File: config.mk
export PLATFORM = sky130hd
export DESIGN_NAME = mem_access_arbiter
export DESIGN_NICKNAME = d
export VERILOG_FILES = /design/src/rtl/mem_access_arbiter.sv
export SDC_FILE = /design/constraint.sdc
export NUM_CORES = 1
export LEC_CHECK = 0
export CAP_MARGIN = 20
export CORE_UTILIZATION = 39
export DETAILED_ROUTE_END_ITERATION = 10
export PLACE_DENSITY_LB_ADDON = 0.2
export SLEW_MARGIN = 20
export SYNTH_ARGS = -nofsm -noshare
export SYNTH_HDL_FRONTEND = slang
export SYNTH_SLANG_ARGS = --single-unit
File: constraint.sdc
create_clock -name clk -period 1.9 [get_ports clk]
set_input_delay 0.57 -clock clk [delete_from_list [all_inputs] [get_ports clk]]
set_output_delay 0.57 -clock clk [all_outputs]
set_load 0.05 [all_outputs]
File: src/rtl/mem_access_arbiter.sv
// Two-requester round-robin arbiter and sequencer for a single-port register memory.
// One access in flight at a time; read returns are bounded by a timeout.
module mem_access_arbiter #(
  parameter int unsigned ADDR_WIDTH = 4,
  parameter int unsigned DATA_WIDTH = 32,
  parameter int unsigned TIMEOUT    = 15
) (
  input  logic                  clk,
  input  logic                  rst,
  input  logic                  req_valid_0,
  input  logic                  req_valid_1,
  output logic                  req_ready_0,
  output logic                  req_ready_1,
  input  logic                  req_wr_0,
  input  logic                  req_wr_1,
  input  logic [ADDR_WIDTH-1:0] req_addr_0,
  input  logic [ADDR_WIDTH-1:0] req_addr_1,
  input  logic [DATA_WIDTH-1:0] req_wdata_0,
  input  logic [DATA_WIDTH-1:0] req_wdata_1,
  output logic                  rsp_valid_0,
  output logic                  rsp_valid_1,
  output logic [DATA_WIDTH-1:0] rsp_rdata_0,
  output logic [DATA_WIDTH-1:0] rsp_rdata_1,
  output logic                  rsp_err_0,
  output logic                  rsp_err_1,
  output logic [ADDR_WIDTH-1:0] Address,
  output logic [DATA_WIDTH-1:0] Data_in,
  output logic                  EN,
  output logic                  WR,
  input  logic [DATA_WIDTH-1:0] Data_out,
  input  logic                  valid_out
);

  // Counter only needs to reach TIMEOUT-1.
  localparam int unsigned CNT_W = (TIMEOUT < 2) ? 1 : $clog2(TIMEOUT);

  localparam logic [1:0] S_IDLE  = 2'd0;
  localparam logic [1:0] S_ISSUE = 2'd1;
  localparam logic [1:0] S_WAIT  = 2'd2;
  localparam logic [1:0] S_RESP  = 2'd3;

  logic [1:0]            r_state;
  logic                  r_last;
  logic                  r_owner;
  logic                  r_wr;
  logic [CNT_W-1:0]      r_cnt;
  logic [ADDR_WIDTH-1:0] r_addr;
  logic [DATA_WIDTH-1:0] r_wdata;
  logic                  r_en;
  logic                  r_wr_out;
  logic                  r_rsp_valid_0;
  logic                  r_rsp_valid_1;
  logic                  r_rsp_err_0;
  logic                  r_rsp_err_1;
  logic [DATA_WIDTH-1:0] r_rsp_rdata_0;
  logic [DATA_WIDTH-1:0] r_rsp_rdata_1;

  logic [1:0]            w_state_nx;
  logic                  w_last_nx;
  logic                  w_owner_nx;
  logic                  w_wr_nx;
  logic [CNT_W-1:0]      w_cnt_nx;
  logic [ADDR_WIDTH-1:0] w_addr_nx;
  logic [DATA_WIDTH-1:0] w_wdata_nx;
  logic                  w_en_nx;
  logic                  w_wr_out_nx;
  logic                  w_rsp_fire;
  logic                  w_rsp_err;
  logic [DATA_WIDTH-1:0] w_rsp_rdata;

  logic                  w_idle;
  logic                  w_gnt_0;
  logic                  w_gnt_1;

  // Tie goes to the requester that was not granted last.
  assign w_idle  = (r_state == S_IDLE) && !rst;
  assign w_gnt_0 = req_valid_0 && (!req_valid_1 || r_last);
  assign w_gnt_1 = req_valid_1 && (!req_valid_0 || !r_last);

  assign req_ready_0 = w_idle && w_gnt_0;
  assign req_ready_1 = w_idle && w_gnt_1;

  assign Address     = r_addr;
  assign Data_in     = r_wdata;
  assign EN          = r_en;
  assign WR          = r_wr_out;
  assign rsp_valid_0 = r_rsp_valid_0;
  assign rsp_valid_1 = r_rsp_valid_1;
  assign rsp_err_0   = r_rsp_err_0;
  assign rsp_err_1   = r_rsp_err_1;
  assign rsp_rdata_0 = r_rsp_rdata_0;
  assign rsp_rdata_1 = r_rsp_rdata_1;

  // Next-state and next-output logic.
  always_comb begin
    w_state_nx  = r_state;
    w_last_nx   = r_last;
    w_owner_nx  = r_owner;
    w_wr_nx     = r_wr;
    w_cnt_nx    = r_cnt;
    w_addr_nx   = r_addr;
    w_wdata_nx  = r_wdata;
    w_en_nx     = 1'b0;
    w_wr_out_nx = 1'b0;
    w_rsp_fire  = 1'b0;
    w_rsp_err   = 1'b0;
    w_rsp_rdata = '0;
    case (r_state)
      S_IDLE: begin
        if (w_gnt_0 || w_gnt_1) begin
          w_owner_nx  = w_gnt_1;
          w_last_nx   = w_gnt_1;
          w_wr_nx     = w_gnt_1 ? req_wr_1    : req_wr_0;
          w_addr_nx   = w_gnt_1 ? req_addr_1  : req_addr_0;
          w_wdata_nx  = w_gnt_1 ? req_wdata_1 : req_wdata_0;
          w_en_nx     = 1'b1;
          w_wr_out_nx = w_gnt_1 ? req_wr_1    : req_wr_0;
          w_state_nx  = S_ISSUE;
        end
      end
      S_ISSUE: begin
        w_cnt_nx = '0;
        if (r_wr) begin
          w_rsp_fire = 1'b1;
          w_state_nx = S_RESP;
        end else begin
          w_state_nx = S_WAIT;
        end
      end
      S_WAIT: begin
        // A return in the final WAIT cycle beats the timeout.
        if (valid_out) begin
          w_rsp_fire  = 1'b1;
          w_rsp_rdata = Data_out;
          w_state_nx  = S_RESP;
        end else if (r_cnt == CNT_W'(TIMEOUT - 1)) begin
          w_rsp_fire = 1'b1;
          w_rsp_err  = 1'b1;
          w_state_nx = S_RESP;
        end else begin
          w_cnt_nx = r_cnt + CNT_W'(1);
        end
      end
      default: begin
        w_state_nx = S_IDLE;
      end
    endcase
  end

  // State and registered outputs.
  always_ff @(posedge clk) begin
    if (rst) begin
      r_state       <= S_IDLE;
      r_last        <= 1'b1;
      r_owner       <= 1'b0;
      r_wr          <= 1'b0;
      r_cnt         <= '0;
      r_addr        <= '0;
      r_wdata       <= '0;
      r_en          <= 1'b0;
      r_wr_out      <= 1'b0;
      r_rsp_valid_0 <= 1'b0;
      r_rsp_valid_1 <= 1'b0;
      r_rsp_err_0   <= 1'b0;
      r_rsp_err_1   <= 1'b0;
      r_rsp_rdata_0 <= '0;
      r_rsp_rdata_1 <= '0;
    end else begin
      r_state       <= w_state_nx;
      r_last        <= w_last_nx;
      r_owner       <= w_owner_nx;
      r_wr          <= w_wr_nx;
      r_cnt         <= w_cnt_nx;
      r_addr        <= w_addr_nx;
      r_wdata       <= w_wdata_nx;
      r_en          <= w_en_nx;
      r_wr_out      <= w_wr_out_nx;
      r_rsp_valid_0 <= w_rsp_fire && !r_owner;
      r_rsp_valid_1 <= w_rsp_fire && r_owner;
      r_rsp_err_0   <= w_rsp_fire && !r_owner && w_rsp_err;
      r_rsp_err_1   <= w_rsp_fire && r_owner && w_rsp_err;
      r_rsp_rdata_0 <= (w_rsp_fire && !r_owner) ? w_rsp_rdata : '0;
      r_rsp_rdata_1 <= (w_rsp_fire && r_owner) ? w_rsp_rdata : '0;
    end
  end

endmodule

# Word-level counts from Yosys, hierarchy flattened
# Index checks and enable logic that the tools add are counted.
[classes]
magnitude_cmp = 0
div = 0
n_eq_ne = 7
n_mul = 0
reduce_logical = 26
add_sub_neg = 1
n_shift = 0
mux = 20
n_bitwise = 4
[ops]
columns = ["operator", "count"]
rows = [
  ["two-way mux 32 bit", 3],
  ["two-way mux 4 bit", 3],
  ["logical AND 1 bit", 9],
  ["two-way mux 1 bit", 8],
  ["one-hot mux 4 bit (2 select lines)", 1],
  ["two-way mux 2 bit", 3],
  ["one-hot mux 2 bit (3 select lines)", 1],
  ["OR reduction 2 bit", 3],
  ["logical NOT 1 bit", 5],
  ["adder 4 x 1 -> 4 bit (second input constant)", 1],
  ["equality test 4 bit (second input constant)", 1],
  ["inequality test 2 bit (second input constant)", 2],
  ["inverter 1 bit", 4],
  ["AND reduction 2 bit", 2],
  ["logical OR 1 bit", 3],
  ["inequality test 3 bit (second input constant)", 1],
  ["AND reduction 3 bit", 1],
  ["OR reduction 3 bit", 1],
  ["equality test 2 x 1 -> 1 bit (second input constant)", 1],
  ["equality test 2 bit (second input constant)", 1],
  ["logical NOT 2 bit", 1],
  ["inequality test 2 x 1 -> 1 bit (second input constant)", 1],
  ["one-hot mux 1 bit (2 select lines)", 1],
  ["nonzero test 2 bit", 1],
]
[totals]
word_cells = 73
reg_bits = 115
romBits = 0
latch_bits = 0
memories = 0
out_inout_bits = 108
ram_bits = 0
inputBits = 111

# Depth between registers and ports, before layout
[depth]
ltp_word = 7
ltp_mapped = 8
mapped_depth_nobuf = 5

# Worst setup path after synthesis
# OpenSTA, ideal clock, no wires.
[synth_timing]
kind = "input-to-output"
start = "input port rst"
end = "output port req_ready_0"
required_time_ns = 1.330
setup_slack_ns = -0.492
arrival_ns = 1.822
path_buffers = 2
cell_stages = 4
cell_sequence = "buf_2 > clkbuf_1 > nand3b_1 > a21oi_1"
[synth_between]
elab_chain_cells = 3
[synth_rtl]
columns = ["item", "line_no", "text"]
rows = [
  ["from (decl)", "9", "input logic rst,"],
  ["logical NOT 1 bit", "76", "assign w_idle = (r_state == S_IDLE) && !rst;"],
  ["logical AND 1 bit", "76", ""],
  ["logical AND 1 bit", "80", "assign req_ready_0 = w_idle && w_gnt_0;"],
  ["to (decl)", "12", "output logic req_ready_0,"],
]
# No other way between the ends.

# Worst setup path after layout
[layout_timing]
start = "register r_state[0]"
end = "output port req_ready_0"
[layout_between]
elab_chain_cells = 3
[layout_rtl]
columns = ["item", "line_no", "text"]
rows = [
  ["from (decl)", "42", "logic [1:0] r_state;"],
  ["from (signal assigned)", "169", "r_state <= w_state_nx;"],
  ["logical NOT 2 bit", "76", ""],
  ["logical AND 1 bit", "76", ""],
  ["logical AND 1 bit", "80", ""],
]
# No other way between the ends.

==> results_dict.tcl <==
set metrics [dict create \
    layout-area-overhead-vs-synth_pct 67.93 \
    fin_worst_hold_slack_ps 403.4 \
    antenna_found_initial 1 \
    rsz0062_at_grt "true" \
    initial_core_util 0.4087 \
    overflow 0 \
    syn_inst 382 \
    yosysSeqAreaShare 0.5658 \
    fin_setup_tns_ps -237.8 \
    grt_pass1_vias 3681 \
    status "finished, violations left" \
    violations "setup timing" \
    cp_data_arrival_time_ps 1480 \
    tightest_slew_ps 507.4 \
    dr.pass1.iters 4 \
    finalClockSkew_ps 6.446 \
    syn_avg_cell_area_um2 10.65 \
    synth_ff_type "dfxtp_1" \
    clk_latency_ps 500 \
    core_um2 9955 \
    place_area_um2 6226 \
    final.setup.worst_slack_ps -151.1 \
    path_clk_slew_ps 60 \
    syn-num-nets 499 \
    num_rows 36 \
    gp_congestion 0.7797 \
    yosys.area.top_type_share 0.5658 \
    syn_area_um2 4069 \
    pin_count 219 \
    gr-usage-all-layers 0.2104 \
    drv_slew 0 \
    routed_wl_um 11120 \
    grt_max_degree 48 \
    drc_errors 0 \
    fin_crit_ps 2051 \
    cts_buffer_depth 2 \
    p_per_area_nw_per_um2 1371 \
    port_buffers 218 \
    worstSetupPathType "reg -> out" \
    num-nets-final 732 \
    ys_ff_latch 115 \
    postRouteAntennaNets 0 \
    die_area_um2 10850 \
    hp-class "in -> reg" \
    end_kind "primary output" \
    synth_warnings 0 \
    vias 3578 \
    cts_tree "done" \
    worstPathRequired_ps 1330 \
    vias_per_cell 4.696 \
    setup_viol 2 \
    fin_area_um2 6833 \
    fmax_mhz 487.6 \
    cts_buffers 17 \
    grt_pass1_wl_um 17850 \
    die_x_um 104.1 \
    hold_viol_final 0 \
    layout-drive-gt1-share 0.2818 \
    critPathMaxFanout 3 \
    relSlewSlack 0.6617 \
    cts_root_buf "clkbuf_8" \
    drtIter0Drc 75 \
    cp-start-kind "register" \
    dp_hpwl_um 8225 \
    leakagePower_nw 2.980 \
    synth.most_common_cell "dfxtp_1" \
    die_h_um 104.1 \
    async_flop_share 0 \
    synthTopCellsByCount "dfxtp_1, and2_1, nor2_1, a211oi_1, mux2i_1" \
    synth_edf_count 0 \
    synthTopCellsByArea "dfxtp_1, and2_1, mux2i_1, a211oi_1, nor2_1" \
    wl_per_cell_um 14.59 \
    clock-sinks 115 \
    maxCapViolations 0 \
    htree_levels 4 \
    ys_types 34 \
    fin_crit_sh 1.080 \
    irDropWorstVdd_uv 694.6 \
    hold_buffers 0 \
    yosysTopAreaCell "dfxtp_1" \
]
what timing repair did:
action / in CTS / in global routing
endpoints found under the hold margin: 0 / 0
buffers inserted: 3 / 1
gates resized for setup: 8 / 0
pin swaps: 2 / 2
setup endpoints to repair: 2 / 2
cells in the final DEF, fill, tap and decap left out, types with 3 or more instances in the layout:
cell type        instances
dfxtp_1                113
inv_1                    4
inv_6                    5
clkinv_4                 3
buf_12                   4
o211ai_1                 3
nand2b_1                 5
ha_1                     5
clkdlybuf4s50_1        107
nor2_1                  44
nand3b_1                 3
and2_1                  65
a211oi_1                38
a21oi_1                  3
nor3_1                   4
buf_4                  127
mux2i_1                 38
clkbuf_16               16
cell families after synthesis:
logic type / after synthesis / synth area share
adders and majority gates: 6 / 0.01845
buffers and inverters: 33 / 0.03997
and+or+nand+nor: 133 / 0.1762
DFF: 115 / 0.5658
AOI/OAI and AO/OA: 56 / 0.1033
muxes: 39 / 0.09625
final cells by class:
class | instances | area (um^2)
Antenna cell | 1 | 2.502
Inverter | 6 | 22.52
Tap cell | 133 | 166.4
Timing Repair Buffer | 241 | 2127
Clock buffer | 17 | 414.1
Sequential cell | 115 | 2305
Clock inverter | 15 | 147.6
Multi-Input combinational cell | 234 | 1648
Fill cell | 798 | 3122
registers in the layout, indices dropped and copies added, names as in the netlist, 2 cells and up:
register     cells
r_cnt            4
Address          4
rsp_rdata_1     32
rsp_rdata_0     32
Data_in         32
r_state          2
power breakdown:
| group | internal [W] | switching (W) |
|---|---|---|
| Combinational | 0.00127 | 0.00213 |
| Sequential | 0.00278 | 0.000211 |
| Clock | 0.00177 | 0.00120 |
| Total | 0.00582 | 0.00354 |
through the flow:
| stage | util | total power, W | cells | setup WS (ps) |
|---|---|---|---|---|
| finish | 0.6864 | 0.009366 | 762 | -151.1 |
| CTS | 0.6854 | 0.009425 | 760 | -171.7 |
| floorplan | - | 0.005196 | 382 | -82.74 |
| detailed placement | 0.6254 | 0.006333 | 725 | -298.4 |
| global placement | 0.6254 | 0.006280 | 725 | -247.7 |
| global route | 0.6861 | 0.009815 | 761 | -195.0 |
critical path: stages (launching register included):
cell	delay, ps
dfxtp_2	330
inv_2	80
ha_4	150
nand3b_1	110
a21oi_4	160
buf_12	150
per-layer routing:
metal,routed length [um],global-route usage,vias to the layer above
met5,0,0,-
li1,-,-,1789
met3,928,0.07957,22
met1,4272,0.2151,1625
met2,5701,0.3819,142
met4,219,0.08878,0
final timing paths:
kind	slack, ps	start	to	cells past startpoint
setup / recovery	-150	r_state[0]	req_ready_0	5
hold / removal	400	rst	Address[0]	3
setup reg to reg	190	r_state[0]	r_cnt[2]	7
hold reg to reg	500	Data_in[28]	Data_in[28]	2
Power figures use the tool's default switching activity.
